## src/rtl/pma_types_1_12_pkg.sv

```systemverilog
// Shared PMA type definitions used by the protection checker path.
package pma_types_1_12_pkg;

  localparam int unsigned RAM_ADDR_SIZE = 32;

  typedef enum logic [1:0] {
    ACC_BYTE  = 2'd0,
    ACC_HALF  = 2'd1,
    ACC_WORD  = 2'd2,
    ACC_DWORD = 2'd3
  } pma_accwidth_t;

endpackage

```

## src/rtl/prv_prot_types_pkg.sv

```systemverilog
// Types shared by the privilege-block protection-check arbiter.
package prv_prot_types_pkg;

  localparam int unsigned STARVE_W = 4;

  typedef enum logic [1:0] {
    FETCH = 2'd0,
    LOAD  = 2'd1,
    STORE = 2'd2
  } prot_kind_t;

  typedef enum logic [1:0] {
    IDLE  = 2'd0,
    ISSUE = 2'd1,
    WAIT  = 2'd2,
    DRAIN = 2'd3
  } arb_state_t;

  typedef enum logic {
    OWN_FETCH = 1'b0,
    OWN_DATA  = 1'b1
  } owner_t;

  // Data-port check kind from the store/load select.
  function automatic prot_kind_t data_kind(input logic is_write);
    return is_write ? STORE : LOAD;
  endfunction

endpackage

```

## src/rtl/prv_prot_check_arbiter_if.sv

```systemverilog
// Request/response channel between the arbiter and the PMA/PMP checker.
interface prv_prot_check_arbiter_if
  import pma_types_1_12_pkg::*;
  import prv_prot_types_pkg::*;
#(
  parameter int unsigned ADDR_W = RAM_ADDR_SIZE
);

  logic              chk_valid;
  logic              chk_ready;
  logic [ADDR_W-1:0] chk_addr;
  pma_accwidth_t     chk_acc_width;
  prot_kind_t        chk_kind;
  logic              chk_rsp_valid;
  logic              chk_rsp_fault;

  modport master (
    output chk_valid, chk_addr, chk_acc_width, chk_kind,
    input  chk_ready, chk_rsp_valid, chk_rsp_fault
  );

  modport slave (
    input  chk_valid, chk_addr, chk_acc_width, chk_kind,
    output chk_ready, chk_rsp_valid, chk_rsp_fault
  );

endinterface

```

## src/rtl/prv_prot_check_arbiter_starve_ctr.sv

```systemverilog
// Saturating count of data grants that bypassed a pending fetch.
module prv_prot_starve_ctr
  import prv_prot_types_pkg::*;
#(
  parameter int unsigned STARVE_MAX = 4
) (
  input  logic CLK,
  input  logic RST,
  input  logic grant,
  input  logic grant_data,
  input  logic fetch_pend,
  output logic fetch_prio_c
);

  logic [STARVE_W-1:0] cnt_q, cnt_d;

  // Bump on a data grant that skipped a waiting fetch, otherwise clear on any grant.
  always_comb begin
    cnt_d = cnt_q;
    if (grant) begin
      if (grant_data && fetch_pend) begin
        if (cnt_q != STARVE_W'(STARVE_MAX)) cnt_d = cnt_q + STARVE_W'(1);
      end else begin
        cnt_d = '0;
      end
    end
  end

  // Counter register.
  always_ff @(posedge CLK or posedge RST) begin
    if (RST) cnt_q <= '0;
    else     cnt_q <= cnt_d;
  end

  assign fetch_prio_c = (cnt_q == STARVE_W'(STARVE_MAX));

endmodule

```

## src/rtl/prv_prot_check_arbiter.sv

```systemverilog
// Shares one protection checker between the fetch and data ports.
module prv_prot_check_arbiter
  import pma_types_1_12_pkg::*;
  import prv_prot_types_pkg::*;
#(
  parameter int unsigned ADDR_W     = RAM_ADDR_SIZE,
  parameter int unsigned STARVE_MAX = 4
) (
  input  logic                      CLK,
  input  logic                      RST,
  input  logic                      flush,
  input  logic                      i_req,
  input  logic [ADDR_W-1:0]         i_addr,
  input  pma_accwidth_t             i_acc_width,
  output logic                      i_ack,
  output logic                      i_fault,
  input  logic                      d_req,
  input  logic                      d_write,
  input  logic [ADDR_W-1:0]         d_addr,
  input  pma_accwidth_t             d_acc_width,
  output logic                      d_ack,
  output logic                      d_fault_l,
  output logic                      d_fault_s,
  prv_prot_check_arbiter_if.master  chk
);

  arb_state_t        state_q, state_d;
  owner_t            owner_q, owner_d;
  logic              chk_valid_q, chk_valid_d;
  logic [ADDR_W-1:0] addr_q, addr_d;
  pma_accwidth_t     width_q, width_d;
  prot_kind_t        kind_q, kind_d;

  logic fetch_prio_c;
  logic grant;
  logic grant_data;
  logic rsp_done;

  // Arbitration only happens from IDLE, and never in a flush cycle.
  assign grant      = (state_q == IDLE) && !flush && (i_req || d_req);
  assign grant_data = d_req && !(i_req && fetch_prio_c);

  prv_prot_starve_ctr #(
    .STARVE_MAX (STARVE_MAX)
  ) u_starve (
    .CLK          (CLK),
    .RST          (RST),
    .grant        (grant),
    .grant_data   (grant_data),
    .fetch_pend   (i_req),
    .fetch_prio_c (fetch_prio_c)
  );

  // Next-state and captured-request logic.
  always_comb begin
    state_d     = state_q;
    owner_d     = owner_q;
    chk_valid_d = chk_valid_q;
    addr_d      = addr_q;
    width_d     = width_q;
    kind_d      = kind_q;
    case (state_q)
      IDLE: begin
        if (grant) begin
          state_d     = ISSUE;
          chk_valid_d = 1'b1;
          if (grant_data) begin
            owner_d = OWN_DATA;
            addr_d  = d_addr;
            width_d = d_acc_width;
            kind_d  = data_kind(d_write);
          end else begin
            owner_d = OWN_FETCH;
            addr_d  = i_addr;
            width_d = i_acc_width;
            kind_d  = FETCH;
          end
        end
      end
      ISSUE: begin
        if (chk_valid_q && chk.chk_ready) begin
          chk_valid_d = 1'b0;
          state_d     = flush ? DRAIN : WAIT;
        end else if (flush) begin
          chk_valid_d = 1'b0;
          state_d     = IDLE;
        end
      end
      WAIT: begin
        if (chk.chk_rsp_valid) state_d = IDLE;
        else if (flush)        state_d = DRAIN;
      end
      DRAIN: begin
        if (chk.chk_rsp_valid) state_d = IDLE;
      end
      default: begin
        state_d     = IDLE;
        chk_valid_d = 1'b0;
      end
    endcase
  end

  // State and checker-request registers.
  always_ff @(posedge CLK or posedge RST) begin
    if (RST) begin
      state_q     <= IDLE;
      owner_q     <= OWN_FETCH;
      chk_valid_q <= 1'b0;
      addr_q      <= '0;
      width_q     <= ACC_BYTE;
      kind_q      <= FETCH;
    end else begin
      state_q     <= state_d;
      owner_q     <= owner_d;
      chk_valid_q <= chk_valid_d;
      addr_q      <= addr_d;
      width_q     <= width_d;
      kind_q      <= kind_d;
    end
  end

  // Response is forwarded straight to the owner; a concurrent flush suppresses it.
  assign rsp_done  = (state_q == WAIT) && chk.chk_rsp_valid && !flush;
  assign i_ack     = rsp_done && (owner_q == OWN_FETCH);
  assign d_ack     = rsp_done && (owner_q == OWN_DATA);
  assign i_fault   = i_ack && chk.chk_rsp_fault;
  assign d_fault_l = d_ack && chk.chk_rsp_fault && (kind_q == LOAD);
  assign d_fault_s = d_ack && chk.chk_rsp_fault && (kind_q == STORE);

  assign chk.chk_valid     = chk_valid_q;
  assign chk.chk_addr      = addr_q;
  assign chk.chk_acc_width = width_q;
  assign chk.chk_kind      = kind_q;

endmodule

```

## src/flat_wrapper.sv

```systemverilog
// flat-port wrapper written by rule: the top's interface ports become plain ports
module prv_prot_check_arbiter_flat import pma_types_1_12_pkg::*; import prv_prot_types_pkg::*;
#(
  parameter int unsigned ADDR_W     = RAM_ADDR_SIZE,
  parameter int unsigned STARVE_MAX = 4
)
  (CLK, RST, flush, i_req, i_addr, i_acc_width, i_ack, i_fault, d_req, d_write, d_addr, d_acc_width, d_ack, d_fault_l, d_fault_s, chk_chk_valid, chk_chk_addr, chk_chk_acc_width, chk_chk_kind, chk_chk_ready, chk_chk_rsp_valid, chk_chk_rsp_fault);
  prv_prot_check_arbiter_if #(.ADDR_W(ADDR_W)) chk_i ();
  input  logic CLK;
  input  logic RST;
  input  logic flush;
  input  logic i_req;
  input  logic [ADDR_W-1:0] i_addr;
  input  pma_accwidth_t i_acc_width;
  output logic i_ack;
  output logic i_fault;
  input  logic d_req;
  input  logic d_write;
  input  logic [ADDR_W-1:0] d_addr;
  input  pma_accwidth_t d_acc_width;
  output logic d_ack;
  output logic d_fault_l;
  output logic d_fault_s;
  output wire logic [$bits(chk_i.chk_valid)-1:0] chk_chk_valid;
  output wire logic [$bits(chk_i.chk_addr)-1:0] chk_chk_addr;
  output wire logic [$bits(chk_i.chk_acc_width)-1:0] chk_chk_acc_width;
  output wire logic [$bits(chk_i.chk_kind)-1:0] chk_chk_kind;
  input wire logic [$bits(chk_i.chk_ready)-1:0] chk_chk_ready;
  input wire logic [$bits(chk_i.chk_rsp_valid)-1:0] chk_chk_rsp_valid;
  input wire logic [$bits(chk_i.chk_rsp_fault)-1:0] chk_chk_rsp_fault;
  assign chk_chk_valid = chk_i.chk_valid;
  assign chk_chk_addr = chk_i.chk_addr;
  assign chk_chk_acc_width = chk_i.chk_acc_width;
  assign chk_chk_kind = chk_i.chk_kind;
  assign chk_i.chk_ready = chk_chk_ready;
  assign chk_i.chk_rsp_valid = chk_chk_rsp_valid;
  assign chk_i.chk_rsp_fault = chk_chk_rsp_fault;
  prv_prot_check_arbiter #(.ADDR_W(ADDR_W), .STARVE_MAX(STARVE_MAX)) u_core (.CLK(CLK), .RST(RST), .flush(flush), .i_req(i_req), .i_addr(i_addr), .i_acc_width(i_acc_width), .i_ack(i_ack), .i_fault(i_fault), .d_req(d_req), .d_write(d_write), .d_addr(d_addr), .d_acc_width(d_acc_width), .d_ack(d_ack), .d_fault_l(d_fault_l), .d_fault_s(d_fault_s), .chk(chk_i));
endmodule
```

## config.mk

```make
export PLATFORM = sky130hd
export DESIGN_NAME = prv_prot_check_arbiter_flat
export DESIGN_NICKNAME = d
export VERILOG_FILES = /design/src/rtl/pma_types_1_12_pkg.sv /design/src/rtl/prv_prot_types_pkg.sv /design/src/rtl/prv_prot_check_arbiter_if.sv /design/src/rtl/prv_prot_check_arbiter_starve_ctr.sv /design/src/rtl/prv_prot_check_arbiter.sv /design/src/flat_wrapper.sv
export SDC_FILE = /design/constraint.sdc
export NUM_CORES = 1
export LEC_CHECK = 0
export ABC_AREA = 1
export CORE_MARGIN = 2
export CORE_UTILIZATION = 40
export CTS_CLUSTER_SIZE = 12
export DETAILED_ROUTE_END_ITERATION = 10
export PLACE_DENSITY = 0.78
export SYNTH_ARGS = -nofsm -noshare
export SYNTH_HDL_FRONTEND = slang
export SYNTH_SLANG_ARGS = --single-unit
```

## constraint.sdc

```tcl
create_clock -name CLK -period 3.8 [get_ports CLK]
set_input_delay 0.57 -clock CLK [delete_from_list [all_inputs] [get_ports CLK]]
set_output_delay 0.57 -clock CLK [all_outputs]
set_load 0.01 [all_outputs]
```

==> impl_results.md <==
- Outcome: finished, final reports clean
- Final Hold Vio Count: 0
- DPL Wire Length: ~4700 um
- RSZ-0062 raised after global routing: false
- Post-CTS setup repair buffer count: 0
- Total congestion overflow: 0
- # diodes: 0
- Cells on worst reg2reg path: 9
- Async set or reset register ratio after synthesis: 100%
- RR Startpoint: u_core.u_starve.cnt_q[0]
- Final WS setup: just over 1 ns
- Area share of the largest cell type after synthesis: 42.2%
- Top FF cell, synth: dfrtp_1
- Sequential-to-total area share from yosys stat: a little over two fifths
- Top cells by count, synth: 130 x nand2_1, 83 x inv_1, 78 x nand3_1
- Fraction of layout cells with a size suffix above 1: 3.83%
- Internal: roughly 1.5 mW
- Highest Clock Rate: around 0.36 GHz
- Max Slew Vio Count: 0
- Largest net degree at the start of global routing: between 40 and 50
- Critical path required time: 3.23 ns
- #FFs+latches synth: 44
- Max rail drop VDD: between 0.3 and 0.4 mV
- Critical path's top delay family: buffers and inverters
- Mapped Avg Cell Area: slightly below 7 um2
- Crit path largest cell delay: roughly 0.54 ns
- Clk slew on worst S/H paths: around 0.080 ns
- CP Launch Type: input port
- Worst slack, placed: 1.03 ns
- Psw: ~770 uW
- CP Max Fanout: 5
- DRC: 0
- Switching share of power: about a third
- Initial antenna violation count: 0
- Via count: 2707
- Num CTS Buffers: 5
- Worst-skew pair later-pin latency: between 0.2 and 0.3 ns
- Worst Setup SP: flush
- Post-Synthesis Cells: 387
- Critical path arrival: 2.19 ns
- HP Class: reg -> reg
- Clk root buf: clkbuf_8
- Placed cell area: 3780 um2
- Post-route cell area: between 3000 and 4000 um2
- Reg2Reg Setup Slack: roughly 1.6 ns
- Highest-delay cell along the critical path: clkdlybuf4s50_1
- Post-synth cell types: 24
- # setup viols final: 0
- IO Pins: around 120
- Max Root-Sink Buffers: 2
- First-pass GRT wire length: around 11000 um
- Worst path depth: 7
- MaxCap Viol Count: 0
- Mapped Area: about 2600 um2
- Reg-to-Reg End: u_core.chk.chk_kind[0]
- Min Hold Slack: between 0.4 and 0.5 ns
- Synth top area cells: dfrtp_1 42%, nand2_1 19%, nand3_1 15%, inv_1 12%, buf_6 2.2%
- Die span in x: 84.8 um
- CTS Hold Bufs: 0
- Wire per inst: roughly 12 um
- Core box area: about 6300 um2
- H-Tree Level Count: 2
- CTS tree: yes
- Count leader, synth: nand2_1
- Port Buffers: approximately 120
- Row Count: 29
- Routed Antenna Nets: 0
- Worst Skew: around 0.0087 ns
- First-pass iteration count of the detailed router: 5
- CP endpoint: d_fault_l
- CTS sink cnt: 44
- Vias in the first global route: around 2600
- Seq pwr share: between 30% and 40%
- Slew @ Worst Pin: about 0.92 ns
- CP bufs+invs: 3
- Clock Power Share: 17.3%
- Full die area: a little over 7000 um2
- Via/cell ratio: 4.72
- Relative slew margins: 38.7%
- Synthesis Warnings: 0
- Post-synth top area cell: dfrtp_1
- Power Dens Cells: about 570 nW/um2
- EDFF count, synth: 0
- Initial Utilization: 41.4%
- Leak: between 2 and 2.5 nW
- Filler Cells Inserted: 597
- Tmin final: between 2 and 3 ns
- GR Util All Layers: between 10% and 20%
- Crit share post-route: ~73%
- Die height: 84.8 um
- Crit path kind: in -> out
- Crit path capture type: primary output
- Comb pwr share: between 40% and 50%
- Post_cts resized: 0
- Drt total wl: between 6000 and 7000 um
- Synth-to-layout area growth: 49.5%
- Initial DRC count: around 110
- Setup_tns: 0 ns
- Synth Net Count: 466
- Nets@finish: between 500 and 600
- GP Congestion: about 0.79
- Crit-path cells: clkdlybuf4s50_1 > inv_1 > nand4_1 > nor2_1 > nand2_1 > nor2_1 > clkdlybuf4s50_1
-- worst min path at each step --
stage | startpoint | endpoint | slack (ns) | cells after the start
floorplan | u_core.u_starve.cnt_q[3] | u_core.u_starve.cnt_q[3] | 0.49 | 2
CTS | u_core.chk.chk_addr[13] | u_core.chk.chk_addr[13] | 0.49 | 2
global route | u_core.chk.chk_addr[6] | u_core.chk.chk_addr[6] | 0.50 | 2
finish | u_core.chk.chk_addr[13] | u_core.chk.chk_addr[13] | 0.48 | 2
global placement | u_core.chk.chk_addr[5] | u_core.chk.chk_addr[5] | 0.46 | 2
detailed placement | u_core.chk.chk_addr[13] | u_core.chk.chk_addr[13] | 0.46 | 2
-- area by class of cell --
class | instances | area (um2) | share of cell area (%)
repair buffers | 119 | 1190 | 30.4
flip-flops and latches | 44 | 1100 | 28.2
multi-input cells | 239 | 1070 | 27.4
inverters | 86 | 323 | 8.27
clock buffers | 7 | 96.3 | 2.47
well taps | 77 | 96.3 | 2.47
clock inverters | 1 | 30.0 | 0.769
-- power by group through the flow --
| stage | Combinational [mW] | Clock, mW | Sequential [mW] |
|---|---|---|---|
| after detailed placement | 1.03 | 0 | 0.818 |
| after floorplan | 0.399 | 0 | 0.900 |
| after CTS | 1.04 | 0.398 | 0.815 |
| after global routing | 1.13 | 0.414 | 0.844 |
| final | 1.02 | 0.385 | 0.816 |
| after global placement | 1.01 | 0 | 0.818 |
-- per-stage QoR --
| stage | total power [mW] | cells | utilization, % |
|---|---|---|---|
| after CTS | 2.25 | 573 | 61.9 |
| after detailed placement | 1.85 | 565 | 59.8 |
| after global routing | 2.39 | 573 | 61.9 |
| final | 2.22 | 573 | 61.9 |
| after global placement | 1.83 | 565 | 59.8 |
| after floorplan | 1.30 | 387 | - |
-- metal layers --
metal  up-vias  routed length [um]  GRT usage, %
met2        82                3420          34.9
met5         -                   0             0
li1       1369                   -             -
met1      1241                2690          22.6
met4         0                 178          6.78
met3        15                 403          4.23
-- cells in the final DEF (no fill, tap or decap), drive strengths merged --
master,count
nor2,14
nand4,2
o21ai,3
inv,86
nand3,79
dfrtp,44
o21a,1
clkbuf,7
buf,1
or2,1
o21bai,1
bufinv,1
clkdlybuf4s50,118
a21oi,1
nand2,133
xor2,1
ha,2
nor3b,1
-- sequential cells by signal (all words and copies together) (netlist names) --
signal / count
u_core.chk.chk_acc_width: 2
u_core.chk.chk_addr: 32
u_core.chk.chk_kind: 2
u_core.chk.chk_valid: 1
u_core.owner_q: 1
u_core.state_q: 2
u_core.u_starve.cnt_q: 4
-- worst register-to-register path, delay by kind of cell, from the launching register on --
family        cells  cell delay (ns)
fa+ha+maj         1             0.22
buf+inv           2             0.12
flops             1             0.42
simple gates      6             1.38
-- cells by family (layout without fill, tap and decap cells) --
group / count (synthesis) / count (layout) / share of synthesized area (%)
DFF: 44 / 44 / 42.2
adders and majority gates: 2 / 2 / 0.958
buffers and inverters: 104 / 213 / 16.9
xor gates and xnor gates: 1 / 1 / 0.335
AOI/OAI and AO/OA: 6 / 6 / 1.34
and+or+nand+nor: 230 / 230 / 38.3
(Power assumes the default switching activity.)
